==> src/rtl/crtg_adj_ctrl.sv <==
// Adjustable compacted random test generation controller: LFSR vectors, serial fault
// injection into a golden/faulty CUT pair, adaptive keep/discard threshold, CT/AT bitmaps.
module crtg_adj_ctrl #(
  parameter int VEC_W      = 33,
  parameter int NUM_FAULTS = 1031,
  parameter int FIDX_W     = 11,
  parameter int INIT_EXP   = 10,
  parameter int UT_LIMIT   = 20,
  parameter int COV_PCT    = 90,
  parameter int SETTLE     = 3
) (
  input  logic              clk,
  input  logic              rst_n,
  input  logic              start,
  input  logic [VEC_W-1:0]  seed,
  output logic [VEC_W-1:0]  vec_out,
  output logic [FIDX_W-1:0] fault_idx,
  output logic              inj_en,
  input  logic              mismatch,
  input  logic              at_rdata,
  input  logic              ct_rdata,
  output logic              ct_we,
  output logic              ct_wdata,
  output logic              at_we,
  output logic              keep_valid,
  output logic              busy,
  output logic              done,
  output logic [6:0]        coverage,
  output logic [15:0]       kept_cnt,
  output logic [15:0]       total_cnt,
  output logic [FIDX_W:0]   exp_cnt
);

  typedef enum logic [3:0] {
    IDLE, GEN, INJ, WAIT, CMP, REM, DECIDE, COMMIT, DONE
  } state_t;

  localparam logic [FIDX_W-1:0] LAST_IDX  = FIDX_W'(NUM_FAULTS - 1);
  localparam logic [FIDX_W:0]   EXP_INIT  = (FIDX_W+1)'(INIT_EXP);
  localparam logic [3:0]        SETTLE_M1 = 4'(SETTLE - 1);
  localparam logic [6:0]        COV_T     = 7'(COV_PCT);
  localparam logic [15:0]       UT_T      = 16'(UT_LIMIT);
  localparam logic [31:0]       NF32      = 32'(NUM_FAULTS);

  state_t             state;
  logic [VEC_W-1:0]   lfsr;
  logic [FIDX_W:0]    det;
  logic [FIDX_W:0]    newCnt;
  logic [15:0]        ut;
  logic [3:0]         settleCnt;
  logic               atEn;

  logic [VEC_W-1:0]   lfsrNext;
  logic [FIDX_W+1:0]  expSum;
  logic [FIDX_W:0]    expTmp;
  logic [FIDX_W+1:0]  detSum;
  logic [31:0]        covProd;
  logic [6:0]         covNext;
  logic               accept;
  logic               loopStop;

  // Fibonacci form of x^33 + x^20 + 1
  assign lfsrNext = {lfsr[VEC_W-2:0], lfsr[VEC_W-1] ^ lfsr[19]};

  assign expSum   = {1'b0, newCnt} + {1'b0, exp_cnt};
  assign expTmp   = (newCnt < exp_cnt) ? {1'b0, exp_cnt[FIDX_W:1]} : expSum[FIDX_W+1:1];
  assign accept   = (newCnt >= expTmp) && (newCnt != '0);
  assign detSum   = {1'b0, det} + {1'b0, newCnt};
  assign covProd  = 32'(detSum) * 32'd100;
  assign covNext  = 7'(covProd / NF32);
  // Coverage and ut are registered by the time either exit path evaluates this.
  assign loopStop = (coverage >= COV_T) || (ut >= UT_T);

  // Strobes are qualified so they read 0 whenever the enabling phase is inactive.
  assign ct_wdata = ct_we & mismatch;
  assign at_we    = atEn & ct_rdata;

  always_ff @(posedge clk or negedge rst_n) begin
    if (!rst_n) begin
      state      <= IDLE;
      lfsr       <= '0;
      det        <= '0;
      newCnt     <= '0;
      ut         <= '0;
      settleCnt  <= '0;
      atEn       <= 1'b0;
      vec_out    <= '0;
      fault_idx  <= '0;
      inj_en     <= 1'b0;
      ct_we      <= 1'b0;
      keep_valid <= 1'b0;
      busy       <= 1'b0;
      done       <= 1'b0;
      coverage   <= '0;
      kept_cnt   <= '0;
      total_cnt  <= '0;
      exp_cnt    <= EXP_INIT;
    end else begin
      keep_valid <= 1'b0;
      case (state)
        IDLE, DONE: begin
          if (start) begin
            lfsr      <= (seed == '0) ? VEC_W'(1) : seed;
            det       <= '0;
            ut        <= '0;
            kept_cnt  <= '0;
            total_cnt <= '0;
            coverage  <= '0;
            exp_cnt   <= EXP_INIT;
            done      <= 1'b0;
            busy      <= 1'b1;
            state     <= GEN;
          end
        end
        GEN: begin
          vec_out   <= lfsr;
          lfsr      <= lfsrNext;
          total_cnt <= total_cnt + 16'd1;
          ut        <= ut + 16'd1;
          newCnt    <= '0;
          fault_idx <= '0;
          inj_en    <= 1'b1;
          state     <= INJ;
        end
        INJ: begin
          settleCnt <= SETTLE_M1;
          state     <= WAIT;
        end
        WAIT: begin
          if (settleCnt == 4'd0) begin
            ct_we <= 1'b1;
            state <= CMP;
          end else begin
            settleCnt <= settleCnt - 4'd1;
          end
        end
        CMP: begin
          // Every CT bit is rewritten here, so CT never needs a clear pass.
          if (mismatch && !at_rdata) newCnt <= newCnt + 1'b1;
          ct_we  <= 1'b0;
          inj_en <= 1'b0;
          state  <= REM;
        end
        REM: begin
          if (fault_idx == LAST_IDX) begin
            state <= DECIDE;
          end else begin
            fault_idx <= fault_idx + 1'b1;
            inj_en    <= 1'b1;
            state     <= INJ;
          end
        end
        DECIDE: begin
          exp_cnt <= expTmp;
          if (accept) begin
            keep_valid <= 1'b1;
            kept_cnt   <= kept_cnt + 16'd1;
            ut         <= '0;
            det        <= detSum[FIDX_W:0];
            coverage   <= covNext;
            fault_idx  <= '0;
            atEn       <= 1'b1;
            state      <= COMMIT;
          end else if (loopStop) begin
            busy  <= 1'b0;
            done  <= 1'b1;
            state <= DONE;
          end else begin
            state <= GEN;
          end
        end
        COMMIT: begin
          if (fault_idx == LAST_IDX) begin
            atEn <= 1'b0;
            if (loopStop) begin
              busy  <= 1'b0;
              done  <= 1'b1;
              state <= DONE;
            end else begin
              state <= GEN;
            end
          end else begin
            fault_idx <= fault_idx + 1'b1;
          end
        end
        default: state <= IDLE;
      endcase
    end
  end

endmodule

==> config.mk <==
export PLATFORM = sky130hd
export DESIGN_NAME = crtg_adj_ctrl
export DESIGN_NICKNAME = d
export VERILOG_FILES = /design/src/rtl/crtg_adj_ctrl.sv
export SDC_FILE = /design/constraint.sdc
export NUM_CORES = 1
export LEC_CHECK = 0
export ABC_AREA = 1
export BUFFER_PORTS_ARGS = -buffer_cell sky130_fd_sc_hd__buf_2
export CELL_PAD_IN_SITES_DETAIL_PLACEMENT = 1
export CELL_PAD_IN_SITES_GLOBAL_PLACEMENT = 1
export CORE_ASPECT_RATIO = 1.25
export CORE_MARGIN = 2
export CORE_UTILIZATION = 32
export CTS_CLUSTER_SIZE = 28
export DETAILED_ROUTE_END_ITERATION = 8
export PLACE_DENSITY = 0.66
export SLEW_MARGIN = 20
export SYNTH_ARGS = -nofsm -noshare
export SYNTH_HDL_FRONTEND = slang
export SYNTH_SLANG_ARGS = --single-unit
export TNS_END_PERCENT = 30
==> constraint.sdc <==
create_clock -name clk -period 32.7 [get_ports clk]
set_input_delay 3.27 -clock clk [delete_from_list [all_inputs] [get_ports clk]]
set_output_delay 3.27 -clock clk [all_outputs]
set_load 0.01 [all_outputs]
==> run summary, run 1 <==
#FFs+latches synth - 182
via count - 16000
Layout area overhead - 12.4%
crit path kind - reg2reg
Routed Antenna Nets - 0
Mapped Avg Cell Area - 6.58 um^2
outcome - finished clean
share of post-route cells with drive strength above 1 - 12.3%
initial antenna violation count - 1
CTS buffer count - 17
Post-synth top flop - dfrtp_1
DRC - 0
Clock transition at path regs - 80 ps
Max-Cap Viols - 0
Initial Util - 32.3%
CP Data Arrival Time - 15410 ps
met2 wire length - 26200 um
DR top layer - met5
CP required - 33050 ps
diode count - 0
Ys Warns - 0
Post-synth EDFFs - 0
CTS root buffer - clkbuf_16
largest net degree at the start of global routing - 72
worst vdd rail ir drop - 33.9 uV
Mapped Area - 15900 um^2
Worst path max stage delay - 520 ps
wirelength, routed - 49000 um
Die Wd - 203 um
die area - 51500 um^2
met3 WL - 1700 um
post-synthesis sequential area ratio - 28.7%
top cell type by total area after synthesis - dfrtp_1
Overall Power - 0.000950 W
worst-skew pair later-pin latency - 460 ps
setup violators final - 0
DR iter-0 viols - 501
global placer's final weighted congestion - 0.843
reg2reg end - coverage[0]
vias in the first global route - 17100
period utilization - 46.1%
Synth area leaders - dfrtp_1 (28%), nand2_1 (18%), ha_1 (8.4%)
RSZ-0062 raised after global routing - no
Leak - 10.2 nW
# rows - 91
Slew @ Worst Pin - 1010 ps
DR pass1 iterations - 5
fraction of registers with async set/reset - 100%
Final min period - 15070 ps
worst r2r path cells - 83
Max Transition Viols Final - 0
reg-to-reg slack, setup - 17630 ps
GR Overflow Total - 0
Final Util - 36.3%
CP Buf/Inv Count - 7
Post CTS Setup Buffer Count - 0
hold bufs inserted after CTS - 0
Levels on crit path - 83
CP endpoint - coverage[0]
f_max - 0.0664 GHz
first-pass GRT wire length - 83000 um
slowest CP cell - fa_1
cells after synthesis - 2415
GRT Util Overall - 19.6%
worst setup path start - newCnt[1]
Layout Nets - 2695
Max clock buf depth - 2
HPWL Detailed - 39700 um
number of I/O pins - 141
crit end category - flip-flop
slew margin rel. - 32.3%
Distinct cells, synth - 60
Met1 Wirelength - 20100 um
TritonCTS clock tree - built
post-cts sizing count - 0
drt via density - 4.98
H-Tree Depth - 4
Routed WL per cell - 15.3 um
Crit path max-delay family - simple AND/OR/NAND/NOR gates
reg-to-reg startpoint - newCnt[1]
syn_nets - 2570
number of port buffers - 140
final hold vios - 0
post-synth top area share - 28.3%
worst min path class - reg2reg
setup TNS - 0 ps
Startpoint Class - flip-flop
die height - 253 um
power density cells - 53.1 nW/um^2
Crit Path Max Fanout - 20
clk sinks - 182
most frequent CP cell - nand2_1
skew final - 20.3 ps
area of the core - 49200 um^2
[registers in the layout, summed over array words and instances, names as in the netlist]
name and cells:
atEn 1, busy 1, coverage 7, ct_we 1, det 12, done 1, exp_cnt 12, fault_idx 11
inj_en 1, keep_valid 1, kept_cnt 16, lfsr 33, newCnt 12, settleCnt 4, state 4, total_cnt 16
ut 16, vec_out 33
[Yosys cell counts, drive strengths merged, types with 5 or more instances]
cell      n
xor2     43
o21a      6
buf      14
clkbuf   28
o21ai   121
nor4     17
dfrtp   180
fa        9
clkinv    7
inv     349
o21bai   10
nor2    220
a21oi   100
nor3     28
xnor2    10
o31ai     5
nand3   238
nand3b    7
o22ai    15
nand4    49
a31oi     5
o211ai    9
ha      107
nor3b     8
nand2   797
[how the worst min path moves through the flow]
stage | startpoint | end | slack (ps) | depth (start not counted)
final | vec_out[1] | vec_out[1] | 470 | 2
after global routing | vec_out[6] | vec_out[6] | 510 | 2
after CTS | vec_out[1] | vec_out[1] | 480 | 2
after detailed placement | vec_out[1] | vec_out[1] | 460 | 2
after global placement | vec_out[4] | vec_out[4] | 450 | 2
after floorplan | atEn | atEn | 450 | 2
[logic make-up after synthesis]
group / count (synthesis) / share of synthesized area, %
AOI/OAI and AO/OA: 292 / 10.7
DFF: 182 / 28.7
buffers and inverters: 398 / 9.92
adders and majority gates: 116 / 9.55
xor gates and xnor gates: 53 / 2.92
muxes: 3 / 0.205
and+or+nand+nor: 1371 / 38.0
[tightest hold or removal path: stages (launching register included)]
cell,delay (ps)
dfrtp_1,350
nand2_1,50
nand2_1,40
[layout make-up]
cell class / count / area, um^2
Clock buffer: 17 / 425
Clock inverter: 15 / 186
Fill cell: 6465 / 31300
Inverter: 356 / 1340
Multi-Input combinational cell: 1835 / 9780
Sequential cell: 182 / 4560
Tap cell: 651 / 815
Timing Repair Buffer: 148 / 769
[per-layer routing]
metal,track usage [%],vias to the layer above
li1,-,8027
met1,21.1,7686
met2,38.4,171
met3,3.54,69
met4,5.44,2
met5,0,-
[report_power, final]
group | internal [W] | total, W | switching, W
Clock | 0.000105 | 0.000215 | 0.000110
Sequential | 0.000278 | 0.000311 | 0.0000330
Combinational | 0.000128 | 0.000423 | 0.000296
[stage by stage]
stage / hold slack [ps] / setup WS, ps / cell area (um^2) / instances
2_1_floorplan: 450 / 21220 / 15900 / 2415
3_3_place_gp: 451 / 17980 / 17300 / 3172
3_5_place_dp: 461 / 17500 / 17300 / 3172
4_1_cts: 480 / 17500 / 17900 / 3204
5_1_grt: 508 / 15790 / 17900 / 3204
6_report: 473 / 17630 / 17900 / 3204
[cells in the final DEF (no fill, tap or decap), types with 15 or more instances in the layout]
master | synthesis | layout
nand2_1 | 749 | 749
inv_1 | 326 | 326
nand3_1 | 225 | 225
nor2_1 | 194 | 191
dfrtp_1 | 180 | 180
buf_2 | 1 | 139
o21ai_0 | 113 | 113
ha_1 | 107 | 107
a21oi_1 | 93 | 93
nand4_1 | 48 | 48
xor2_1 | 43 | 43
nand2_2 | 40 | 40
nor3_1 | 27 | 27
inv_2 | 23 | 23
nor2_2 | 22 | 23
nor4_1 | 17 | 17
clkbuf_16 | 0 | 17
o22ai_1 | 15 | 15
No activity file was read; power rests on OpenSTA's default activity.
==> run 2: changes to the inputs <==
Settings changed: ABC_AREA 1 to 0, PLACE_DENSITY 0.66 to 0.63.
Clock period 32.7 ns to 14.7 ns, I/O delays scaled along.
==> run summary, run 2 <==
outcome - finished clean
commonest non-fill, non-tap cells in the layout - nand2_1 (315), nor2_1 (180), dfrtp_1 (179)
post-synthesis sequential area ratio - 27.6%
Layout Nets - 2317
largest net degree at the start of global routing - 85
area of the core - 51200 um^2
top cells by count, synth - nand2_1 (315), nor2_1 (184), dfrtp_1 (180)
crit path kind - reg2reg
post-synth top area share - 27.3%
Leak - 8.91 nW
worst min path class - reg2reg
first-pass GRT wire length - 89500 um
final hold vios - 0
f_max - 0.0721 GHz
Startpoint Class - flip-flop
pre-CTS setup slack - -168 ps
syn_nets - 2159
CP required - 15030 ps
die height - 258 um
Max-Cap Viols - 0
Synth area leaders - dfrtp_1 (27%), ha_1 (8.1%), nand2_1 (7.2%)
Clock transition at path regs - 70 ps
setup TNS - 0 ps
crit end category - flip-flop
cells after synthesis - 2004
cell with the most instances after synthesis - nand2_1
worst vdd rail ir drop - 167 uV
Mapped Avg Cell Area - 8.23 um^2
Ys Warns - 0
Slew @ Worst Pin - 976 ps
Routed Antenna Nets - 0
skew final - 13.8 ps
Max clock buf depth - 2
setup violators final - 0
Routed WL per cell - 19.5 um
number of port buffers - 140
GRT Util Overall - 20.3%
Post-synth EDFFs - 0
initial antenna violation count - 1
DR iter-0 viols - 644
DR pass1 iterations - 5
wirelength, routed - 55400 um
top cell type by total area after synthesis - dfrtp_1
Final min period - 13870 ps
Initial Util - 32.2%
die area - 53400 um^2
fillcell total - 6181
DRC - 0
Crit Path Max Fanout - 10
worst-skew pair later-pin latency - 440 ps
Final Util - 37.6%
Max Transition Viols Final - 0
diode count - 0
CP Data Arrival Time - 14200 ps
TritonCTS clock tree - built
clk sinks - 182
most frequent CP cell - a21oi_1
most common cell after layout, fill and taps aside - nand2_1
number of I/O pins - 141
power density cells - 200 nW/um^2
Top Registers - lfsr: 33 flops, vec_out: 33 flops
slew margin rel. - 34.7%
HPWL Detailed - 43500 um
Post-synth top flop - dfrtp_1
slowest CP cell - o41a_2
share of post-route cells with drive strength above 1 - 18.6%
H-Tree Depth - 4
drt via density - 5.60
vias in the first global route - 16700
final worst slack - 829 ps
hold bufs inserted after CTS - 0
Worst path max stage delay - 570 ps
Mapped Area - 16500 um^2
Die Wd - 207 um
#FFs+latches synth - 182
CTS root buffer - clkbuf_16
global placer's final weighted congestion - 0.883
Distinct cells, synth - 137
# rows - 93
fraction of registers with async set/reset - 100%
CTS buffer count - 17
via count - 15900
GR Overflow Total - 0
Layout area overhead - 16.8%
period utilization - 94.4%
-- run 2: cell count changes after synthesis, moves of 20 or more --
cell      delta
nand2_2     -39
inv_1      -256
and3_1      +35
nand4_1     -20
a211oi_1    +21
o21ai_0     -26
nand2_1    -434
inv_2       -23
nand3_1    -115
xnor2_1     +65
-- run 2: worst max-delay path: cells and delay by family, from the launching register on --
kind / cells / cell delay, ps
mux: 1 / 450
flops: 1 / 490
buf+inv: 5 / 560
fa+ha+maj: 6 / 2100
xor+xnor: 5 / 1130
compound gates: 25 / 5950
simple gates: 13 / 3040
-- run 2: repair_timing --
| action | CTS | global route |
|---|---|---|
| pin swaps | 0 | 14 |
| buffers inserted | 0 | 24 |
| setup endpoints to repair | 2 | 3 |
| gates cloned | 0 | 1 |
| hold endpoints to repair | 0 | 0 |
| gates resized for setup | 2 | 72 |
-- run 2: path summary, 6_finish.rpt --
path                                   from            to  slack, ps  depth (start not counted)
worst max-delay path              newCnt[1]   coverage[0]        830                         55
worst min-delay path            vec_out[25]   vec_out[25]        470                          2
worst max register to register    newCnt[1]   coverage[0]        830                         55
worst min register to register  vec_out[25]   vec_out[25]        470                          2
max in group asynchronous             rst_n  total_cnt[3]      11760                          3
min in group asynchronous             rst_n    exp_cnt[6]       1080                          1
-- run 2: layout make-up --
cell class	instances	area [um^2]	share of cell area [%]
multi-input combinational	1684	11800	61.3
sequential	182	4560	23.7
timing repair buffer	206	1240	6.45
tap	665	832	4.32
clock buffer	20	447	2.32
inverter	71	267	1.38
clock inverter	12	111	0.578
-- run 2: report_power, final --
part | switching [W] | leakage (nW) | internal (W) | total, W
Sequential | 0.000104 | 2.41 | 0.000626 | 0.000729
Combinational | 0.00159 | 6.24 | 0.00109 | 0.00268
Clock | 0.000216 | 0.265 | 0.000228 | 0.000443
-- run 2: kinds of logic after synthesis --
kind of cell,synth area share [%]
AO/OA/AOI/OAI,21.9
XOR/XNOR,7.73
adder cells (fa/ha/maj),9.21
AND/OR/NAND/NOR,27.7
buffers and inverters,3.50
multiplexers,2.27
flip-flops,27.6
-- run 2: through the flow --
| step | hold slack, ps | power (W) | std cells | instance area, um^2 |
|---|---|---|---|---|
| finish | 471 | 0.00385 | 2840 | 19300 |
| global route | 502 | 0.00415 | 2840 | 19300 |
| CTS | 477 | 0.00374 | 2815 | 18600 |
| detailed placement | 459 | 0.00328 | 2783 | 18100 |
| global placement | 453 | 0.00322 | 2783 | 18100 |
| floorplan | 449 | 0.00247 | 2004 | 16500 |
-- run 2: routing by layer --
metal	vias to the layer above	wire (um)	track usage [%]
li1	7593	-	-
met1	7949	23800	23.9
met2	270	28800	38.1
met3	93	1270	2.07
met4	2	1540	6.79
met5	-	13	0
